**config.mk**
```make
export PLATFORM = sky130hd
export DESIGN_NAME = dot_product_acc
export DESIGN_NICKNAME = d
export VERILOG_FILES = /design/src/rtl/dot_product_acc.sv
export SDC_FILE = /design/constraint.sdc
export NUM_CORES = 1
export LEC_CHECK = 0
export ABC_CLOCK_PERIOD_IN_PS = 3400
export BUFFER_PORTS_ARGS = -buffer_cell sky130_fd_sc_hd__buf_4
export CAP_MARGIN = 40
export CORE_AREA = 2 2 96 61
export CTS_BUF_LIST = sky130_fd_sc_hd__clkbuf_8
export DETAILED_ROUTE_END_ITERATION = 10
export DIE_AREA = 0 0 98 63
export GPL_ROUTABILITY_DRIVEN = 0
export HOLD_SLACK_MARGIN = 0.03
export PLACE_DENSITY = 0.81
export SYNTH_ARGS = -nofsm -noshare
export SYNTH_HDL_FRONTEND = slang
export SYNTH_SLANG_ARGS = --single-unit
```
**constraint.sdc**
```tcl
create_clock -name clk -period 3.4 [get_ports clk]
set_input_delay 0.17 -clock clk [delete_from_list [all_inputs] [get_ports clk]]
set_output_delay 0.17 -clock clk [all_outputs]
set_load 0.01 [all_outputs]
```
**src/rtl/dot_product_acc.sv**
```systemverilog
// Two-stage dot-product accumulator: operands are registered toward an external
// 8x8 multiplier, and the returned product is summed into a wrapping accumulator.
//
// state | meaning
// RUN   | accepting operand pairs, accumulator follows the live sum
// DONE  | result held on out_* until the consumer takes it
module dot_product_acc #(
   parameter int ACC_W = 20,
   parameter int CNT_W = 8
) (
   input  logic             clk,
   input  logic             reset_n,
   input  logic             in_valid,
   output logic             in_ready,
   input  logic [7:0]       in_x,
   input  logic [7:0]       in_y,
   input  logic             in_last,
   output logic [7:0]       mul_x,
   output logic [7:0]       mul_y,
   input  logic [15:0]      mul_p,
   output logic             out_valid,
   input  logic             out_ready,
   output logic [ACC_W-1:0] out_sum,
   output logic [CNT_W-1:0] out_count,
   output logic             out_ovf
);

   typedef enum logic {
      RUN  = 1'b0,
      DONE = 1'b1
   } state_t;

   state_t           state_q;
   state_t           state_d;
   logic             op_valid;
   logic             op_last;
   logic [7:0]       op_x;
   logic [7:0]       op_y;
   logic [ACC_W-1:0] acc_q;
   logic [CNT_W-1:0] cnt_q;
   logic             ovf_q;
   logic             in_fire;
   logic             out_fire;
   logic [ACC_W:0]   sum_w;

   assign in_fire  = in_valid && in_ready;
   assign out_fire = out_valid && out_ready;
   assign sum_w    = {1'b0, acc_q} + {{(ACC_W + 1 - 16){1'b0}}, mul_p};

   assign mul_x     = op_x;
   assign mul_y     = op_y;
   assign out_sum   = acc_q;
   assign out_count = cnt_q;
   assign out_ovf   = ovf_q;

   always_ff @(posedge clk or negedge reset_n) begin
      if (!reset_n) begin
         state_q <= RUN;
      end else begin
         state_q <= state_d;
      end
   end

   // A pending last term blocks intake so the next dot product never mixes in.
   always_comb begin
      state_d   = state_q;
      in_ready  = 1'b0;
      out_valid = 1'b0;
      case (state_q)
         RUN: begin
            in_ready = !(op_valid && op_last);
            if (op_valid && op_last) begin
               state_d = DONE;
            end
         end
         DONE: begin
            out_valid = 1'b1;
            if (out_ready) begin
               state_d = RUN;
            end
         end
         default: state_d = RUN;
      endcase
   end

   always_ff @(posedge clk or negedge reset_n) begin
      if (!reset_n) begin
         op_valid <= 1'b0;
         op_last  <= 1'b0;
         op_x     <= '0;
         op_y     <= '0;
      end else begin
         op_valid <= in_fire;
         if (in_fire) begin
            op_x    <= in_x;
            op_y    <= in_y;
            op_last <= in_last;
         end
      end
   end

   always_ff @(posedge clk or negedge reset_n) begin
      if (!reset_n) begin
         acc_q <= '0;
         cnt_q <= '0;
         ovf_q <= 1'b0;
      end else if (out_fire) begin
         acc_q <= '0;
         cnt_q <= '0;
         ovf_q <= 1'b0;
      end else if (op_valid) begin
         acc_q <= sum_w[ACC_W-1:0];
         if (sum_w[ACC_W]) begin
            ovf_q <= 1'b1;
         end
         if (cnt_q != {CNT_W{1'b1}}) begin
            cnt_q <= cnt_q + CNT_W'(1);
         end
      end
   end

endmodule

```
==> results of run 1 <==
[flip-flops by register name, indices dropped and copies added (netlist names)]
| name | cells |
|---|---|
| out_sum | 20 |
| mul_x | 8 |
| mul_y | 8 |
| out_count | 8 |
| op_last | 1 |
| op_valid | 1 |
| out_ovf | 1 |
| state_q | 1 |
[worst reg2reg max path, stage by stage, from the launching register on]
cell      delay [ns]
dfrtp_1         0.41
ha_1            0.23
fa_1            0.41
a21o_1          0.21
a311o_1         0.39
a2111o_1        0.42
a311oi_4        0.29
or3_1           0.18
a21oi_2         0.06
[cells by family after synthesis]
group	after synthesis	synth area share [%]
buffers and inverters	16	2.231
AOI/OAI and AO/OA	64	16.21
DFF	48	43.72
muxes	27	10.66
adders and majority gates	18	8.470
and+or+nand+nor	84	14.25
xor gates and xnor gates	14	4.463
[cells in the final DEF, fill, tap and decap left out, types with 2 or more instances in the layout]
cell,netlist,layout
buf_4,0,85
dfrtp_1,48,48
nor2_1,28,28
a21oi_1,19,19
nand2_1,19,19
mux2_2,18,18
ha_1,17,17
nand3_1,11,11
o21ai_0,11,11
nor3_1,10,10
xnor2_1,9,9
mux2i_1,9,9
inv_1,8,8
a21o_1,6,6
clkbuf_8,0,6
xor2_1,5,5
a211oi_1,4,4
or3_1,4,4
nand4_1,3,3
o211ai_1,3,3
and2_1,2,2
nand2b_1,2,2
o21bai_1,2,2
o21a_1,2,2
o21ai_1,2,2
o22ai_1,2,2
clkinvlp_4,0,2
[path summary, 6_finish.rpt]
kind,start,end,slack [ns]
max reg2reg,out_sum[0],out_sum[16],0.68
max,out_sum[0],out_sum[16],0.68
min reg2reg,out_ovf,out_ovf,0.50
min,in_x[6],mul_x[6],0.09
max in group asynchronous,reset_n,mul_y[0],2.58
min in group asynchronous,reset_n,out_sum[7],0.40
[power groups by stage]
stage	combinational (mW)	sequential, mW	clock [mW]
finish	1.68	0.961	0.361
global route	1.86	0.993	0.395
CTS	1.68	0.961	0.370
detailed placement	1.66	0.970	0
global placement	1.62	0.955	0
floorplan	0.975	1.04	0
[area by class of cell]
type                            instances  area (um^2)  area share [%]
Clock buffer                            6        82.58           2.327
Clock inverter                          2        15.01          0.4231
Inverter                                8        30.03          0.8463
Multi-Input combinational cell        207         1485           41.85
Sequential cell                        48         1201           33.85
Tap cell                               69        86.33           2.433
Timing Repair Buffer                   86        648.1           18.27
[through the flow]
stage | total power [mW] | worst slack [ns] | utilization [%] | cell area (um^2)
after global placement | 2.574 | 0.7531 | 64.51 | 3441
final | 3.002 | 0.6837 | 66.53 | 3548
after detailed placement | 2.633 | 0.7022 | 64.51 | 3441
after global routing | 3.244 | 0.5532 | 66.53 | 3548
after CTS | 3.007 | 0.6854 | 66.53 | 3548
after floorplan | 2.013 | 0.8198 | - | 2748
[Yosys cell counts (all sizes together)]
| library cell | instances | share of area, % |
|---|---|---|
| nor3b | 1 | 0.46 |
| o21ai | 13 | 2.4 |
| nor2 | 28 | 3.8 |
| a311oi | 1 | 0.96 |
| a21o | 7 | 2.0 |
| nand2b | 2 | 0.46 |
| and2b | 1 | 0.32 |
| inv | 8 | 1.1 |
| a32o | 1 | 0.36 |
| a41oi | 1 | 0.59 |
| or3 | 4 | 0.91 |
| a211o | 1 | 0.32 |
| nor3 | 10 | 1.8 |
| and3 | 1 | 0.23 |
| and2 | 3 | 0.73 |
| dfrtp | 48 | 44 |
| fa | 1 | 0.73 |
| a311o | 1 | 0.36 |
| nand2 | 19 | 2.6 |
| mux2 | 18 | 7.4 |
| o221ai | 1 | 0.32 |
| o311a | 1 | 0.36 |
| o21a | 2 | 0.55 |
| ha | 17 | 7.7 |
| a211oi | 4 | 1.1 |
| nand4 | 3 | 0.68 |
| buf | 2 | 0.32 |
| o22ai | 2 | 0.46 |
| o41ai | 1 | 0.32 |
| o211ai | 3 | 0.82 |
| xor2 | 5 | 1.6 |
| a21oi | 20 | 3.8 |
| clkbuf | 6 | 0.82 |
| nor4 | 1 | 0.23 |
| a2111o | 1 | 0.41 |
| o21bai | 2 | 0.55 |
| xnor2 | 9 | 2.9 |
| o32ai | 1 | 0.32 |
| mux2i | 9 | 3.3 |
| nand3 | 11 | 2.0 |
| a2111oi | 1 | 0.32 |
[layer usage]
| layer | track usage (%) | wire, um | up-vias |
|---|---|---|---|
| met5 | 0 | 0 | - |
| met4 | 3.993 | 61 | 0 |
| met3 | 8.837 | 726 | 11 |
| met2 | 34.33 | 2995 | 102 |
| met1 | 31.37 | 3002 | 1157 |
| li1 | - | - | 1157 |
==> metrics, run 1 <==
first-pass GRT wire length=around 11 mm; residual DRC count=0; Final setup viols=0; fin. max-slew vios=0; Antenna Diode Count=0; Die X=between 90 and 100 um; IO Pins=between 80 and 90; crit path max fanout=5; clock-pin slew on the worst setup and hold paths=approximately 0.09 ns; placed insts=~420; Post-CTS Hold Fix Bufs=1; Avg Synthesized Cell Area=just over 10 um^2; CORE AREA=5334 um^2; Setup CP Type=register to register; Slew @ Worst Pin=approximately 0.7 ns; Cell Int Power=between 1.5 and 2 mW; # Post-CTS Setup Buffers=0; GRT Residual Overflow=0; power share of the sequential group=32.0%; CP Capture Type=register; Avg WL per Cell=between 15 and 20 um; WP data arrival=about 2.9 ns; Comb pwr share=between 50% and 60%; antenna-violating nets left=0; Pwr per Cell Area=between 800 and 900 nW/um^2; clock power share=between 10% and 20%; worst skew pair latency=around 0.30 ns; CTS tree=done; post-synthesis register bit count=48; post-CTS sizing=0; first-pass iteration count of the detailed router=4; CTS sink cnt=48; initial antenna violation count=0; synthesized area=around 2700 um^2; Critical Path Stages=8; RSZ-0062 raised after global routing=false; CTS Buf Count=5; number of global-route vias before repair=approximately 2400; Total Routed Length=a little under 7 mm; via count=approximately 2400; pin count of the biggest net entering global routing=approximately 50; crit path cell chain=ha_1 > fa_1 > a21o_1 > a311o_1 > a2111o_1 > a311oi_4 > or3_1 > a21oi_2; Port Buffers=83; sequential fraction of the synthesis area=43.72%; YS warnings=0; ratio of cells with drive above 1 in the final layout=around a third; relative slew slack=a little over half; Starting DRT DRC Count=~150; Clock Skew=between 0.003 and 0.004 ns; worst hold path type=primary input to register; NetSw=1.234 mW; CP max stage delay=0.42 ns; Die Footprint=a little over 6000 um^2; Max-cap violations=0; crit path time final=roughly 2.7 ns; Final #Nets=roughly 410; worst vdd ir=0.4766 mV; DR vias/cell=between 5 and 6; Final period util=about four fifths; startpoint types=register; Post-Layout Cell Count=between 400 and 500; CTS root buf=clkbuf_8; post-route setup TNS=0 ns; fillers=about 420; reg2reg path depth=8; status=finished clean; CP max stage cell=a2111o_1; Hold Vio Cnt, Final=0; Starting Density=51.51%; switching share of power=about two fifths; P_leak=approximately 1.7 nW; distinct cell type count after synthesis=46; Max H-tree Level=2; chip height=63 um; Min Hold Slack=just over 0.09 ns; sum of buffers and inverters on the critical path=0; Max Fclk=approximately 0.37 GHz; hpwl dp=roughly 5.1 mm; CP required=~3.6 ns; Mapped Cells=271; Row Count=21; syn nets=around 330; Crit path max-delay family=compound AO/OA/AOI/OAI gates; hold path cells=2; Tot GR Track Use=a little under a quarter; maximum clock path buffer count=2; Layout Area Growth over Synthesis=29.14%
Power figures use the tool's default switching activity.
==> inputs of run 2 (changes only) <==
--- a/config.mk
+++ b/config.mk
@@ -5,13 +5,14 @@
 export SDC_FILE = /design/constraint.sdc
 export NUM_CORES = 1
 export LEC_CHECK = 0
-export ABC_CLOCK_PERIOD_IN_PS = 3400
+export ABC_AREA = 1
+export ABC_CLOCK_PERIOD_IN_PS = 2500
 export BUFFER_PORTS_ARGS = -buffer_cell sky130_fd_sc_hd__buf_4
 export CAP_MARGIN = 40
-export CORE_AREA = 2 2 96 61
+export CORE_AREA = 2 2 100 63
 export CTS_BUF_LIST = sky130_fd_sc_hd__clkbuf_8
 export DETAILED_ROUTE_END_ITERATION = 10
-export DIE_AREA = 0 0 98 63
+export DIE_AREA = 0 0 102 65
 export GPL_ROUTABILITY_DRIVEN = 0
 export HOLD_SLACK_MARGIN = 0.03
 export PLACE_DENSITY = 0.81
==> constraint.sdc (replaced) <==
create_clock -name clk -period 2.5 [get_ports clk]
set_input_delay 0.125 -clock clk [delete_from_list [all_inputs] [get_ports clk]]
set_output_delay 0.125 -clock clk [all_outputs]
set_load 0.01 [all_outputs]
==> run 2 against run 1 <==
Against the previous run: clock skew grew 0.0068 ns; non-clock buffer count grew 14; first-iteration DRC count grew 36%; hold slack lost 0.057 ns; critical path depth grew 2.
==> metrics, run 2 <==
status=finished clean (unchanged); # Post-CTS Setup Buffers=0 (unchanged); Die X=102 um (was 98 um); chip height=65 um (was 63 um); ratio of cells with drive above 1 in the final layout=22.46% (was 33.05%); Starting DRT DRC Count=206 (was 151); Avg Synthesized Cell Area=7.339 um^2 (was 10.14 um^2); Multi-input gate area=1632 um^2 (was 1485 um^2); Min Hold Slack=0.03404 ns (was 0.09120 ns); switching share of power=46.29% (was 41.11%); Max-cap violations=0 (unchanged); most frequent cell after synthesis=nand2_1 (was dfrtp_1); via count=3067 (was 2427); RSZ-0062 raised after global routing=false (unchanged); hpwl dp=5.905 mm (was 5.078 mm); Clock Skew=0.01042 ns (was 0.003576 ns); Row Count=22 (was 21); startpoint types=register (unchanged); final instance area=3968 um^2 (was 3548 um^2); Pwr per Cell Area=1056 nW/um^2 (was 846.1 nW/um^2); initial antenna violation count=0 (unchanged); WP data arrival=2.19 ns (was 2.90 ns); met3 Usage GRT=4.315% (was 8.837%); Hold Vio Cnt, Final=0 (unchanged); Async S/R FF share, synth=100.0% (unchanged); EDFF count, synth=0 (unchanged); pin count of the biggest net entering global routing=49 (unchanged); met1 usage=37.93% (was 31.37%); CTS root buf=clkbuf_8 (unchanged); reg2reg path depth=10 (was 8); Final setup viols=0 (unchanged); Antenna Diode Count=0 (unchanged); relative slew slack=59.32% (was 52.35%); clock-pin slew on the worst setup and hold paths=0.09 ns (about the same); post-CTS sizing=0 (unchanged); Starting Density=51.44% (was 51.51%); Synth top area share=40.02% (was 43.72%); sequential fraction of the synthesis area=40.02% (was 43.72%); NetSw=1.940 mW (was 1.234 mW); Total Routed Length=8.123 mm (was 6.786 mm); Die Footprint=6630 um^2 (was 6174 um^2); Final #Nets=566 (was 411); largest area contributor in the netlist=dfrtp_1 (unchanged); Place WS=0.5547 ns (was 0.7022 ns); Max H-tree Level=2 (unchanged); Tot GR Track Use=25.06% (was 22.65%); CORE AREA=5836 um^2 (was 5334 um^2); commonest cells after routing, fill and taps aside=nand2_1, buf_4, dfrtp_1 (was buf_4, dfrtp_1, nor2_1); most common cell after layout, fill and taps aside=nand2_1 (was buf_4); distinct cell type count after synthesis=34 (was 46); crit path time final=1.986 ns (was 2.716 ns); Slew @ Worst Pin=0.6101 ns (was 0.7131 ns); largest cells by area after synthesis=dfrtp_1, nand2_1, ha_1, a21oi_1, nand3_1 (was dfrtp_1, ha_1, mux2_2, nor2_1, a21oi_1); Avg WL per Cell=13.63 um (was 15.93 um); GRT Residual Overflow=0 (unchanged); CTS sink cnt=48 (unchanged); register area=1201 um^2 (unchanged); hold path cells=3 (was 2); worst hold path type=primary input to register (unchanged); first-pass iteration count of the detailed router=5 (was 4); Final period util=79.42% (was 79.89%); CP required=2.70 ns (was 3.59 ns); gr busiest metal=met1 (was met2); Max Fclk=0.5036 GHz (was 0.3682 GHz); final worst slack=0.5144 ns (was 0.6837 ns); post-route setup TNS=0 ns (unchanged); number of global-route vias before repair=2703 (was 2411); IO Pins=84 (unchanged); Cell Int Power=2.251 mW (was 1.768 mW); crit path max fanout=4 (was 5); CTS Buf Count=5 (unchanged); CP Capture Type=register (unchanged); maximum clock path buffer count=2 (unchanged); max reg flops=20 (unchanged); met2 Use GR=36.84% (was 34.33%); syn nets=464 (was 326); clock power share=12.1% (was 12.0%); fin. max-slew vios=0 (unchanged); fillers=487 (was 418); residual DRC count=0 (unchanged); P_leak=2.185 nW (was 1.719 nW); Layout Area Growth over Synthesis=32.18% (was 29.14%); worst skew pair latency=0.31 ns (was 0.30 ns); worst vdd ir=0.5097 mV (was 0.4766 mV); CTS tree=done (unchanged); first-pass GRT wire length=12.85 mm (was 11.24 mm); Mapped Cells=409 (was 271); placed inst area=3700 um^2 (was 3441 um^2); Setup CP Type=register to register (unchanged); power share of the sequential group=32.3% (was 32.0%); Port Buffers=83 (unchanged); Top FF cell, synth=dfrtp_1 (unchanged); synthesized area=3002 um^2 (was 2748 um^2); placed insts=571 (was 417); YS warnings=0 (unchanged); Comb pwr share=55.6% (was 56.0%); Post-Layout Cell Count=596 (was 426); Post-CTS Hold Fix Bufs=17 (was 1); post-synthesis register bit count=48 (unchanged); antenna-violating nets left=0 (unchanged); DR vias/cell=5.146 (was 5.697); Commonest cells post-synth=nand2_1, dfrtp_1, inv_1 (was dfrtp_1, nor2_1, a21oi_1, nand2_1, mux2_2)
-- run 2: changes by cell type after synthesis, moves of 6 or more --
cell / delta
mux2_2: -18
mux2i_1: -9
nand3_1: +16
inv_1: +27
a21o_1: -6
nand2_2: +8
clkbuf_1: -6
xnor2_1: -8
nor3_1: -7
a21oi_1: +8
nand2_1: +145
-- run 2: worst paths after layout --
path | from | endpoint | slack (ns)
worst max-delay path | out_sum[0] | out_sum[12] | 0.51
worst min-delay path | in_x[3] | mul_x[3] | 0.03
worst max register to register | out_sum[0] | out_sum[12] | 0.51
worst min register to register | mul_y[7] | mul_y[7] | 0.49
max in group asynchronous | reset_n | out_count[5] | 1.73
min in group asynchronous | reset_n | out_sum[4] | 0.35
-- run 2: cells by family (layout without fill, tap and decap cells) --
| group | after synthesis | after routing | synth area share [%] |
|---|---|---|---|
| AO/OA/AOI/OAI | 53 | 53 | 10.17 |
| adder cells (fa/ha/maj) | 18 | 18 | 7.753 |
| flip-flops | 48 | 48 | 40.02 |
| XOR/XNOR | 5 | 5 | 1.459 |
| buffers and inverters | 42 | 145 | 5.627 |
| AND/OR/NAND/NOR | 243 | 243 | 34.97 |
-- run 2: area by class of cell --
type	instances	area share, %
Multi-Input combinational cell	319	41.12
Sequential cell	48	30.27
Timing Repair Buffer	100	19.99
Inverter	37	3.500
Tap cell	84	2.649
Clock buffer	6	2.081
Clock inverter	2	0.3784
-- run 2: metrics by stage --
stage	util [%]	power, mW
finish	67.99	4.191
global route	67.99	4.522
CTS	67.99	4.160
detailed placement	63.40	3.616
global placement	63.40	3.567
floorplan	-	2.749
-- run 2: critical path: stages, from the launching register on --
cell and delay, ns:
dfrtp_1 0.41, ha_1 0.24, fa_1 0.43, nand2_1 0.10, nand3_1 0.09, nand3_1 0.08
nand2_1 0.11, a21oi_1 0.20, nand2_1 0.07, nand3_1 0.08, nand2_1 0.06
-- run 2: power by group through the flow --
stage | Sequential (mW) | Combinational, mW | Clock (mW)
floorplan | 1.44 | 1.31 | 0
global placement | 1.35 | 2.22 | 0
detailed placement | 1.36 | 2.26 | 0
CTS | 1.35 | 2.30 | 0.511
global route | 1.39 | 2.59 | 0.543
finish | 1.35 | 2.33 | 0.507
-- run 2: routing by layer --
layer | share of wire (%) | routed length, um
met5 | 0 | 0
met4 | 1.5 | 122
met3 | 8.2 | 665
met2 | 43 | 3465
met1 | 48 | 3870
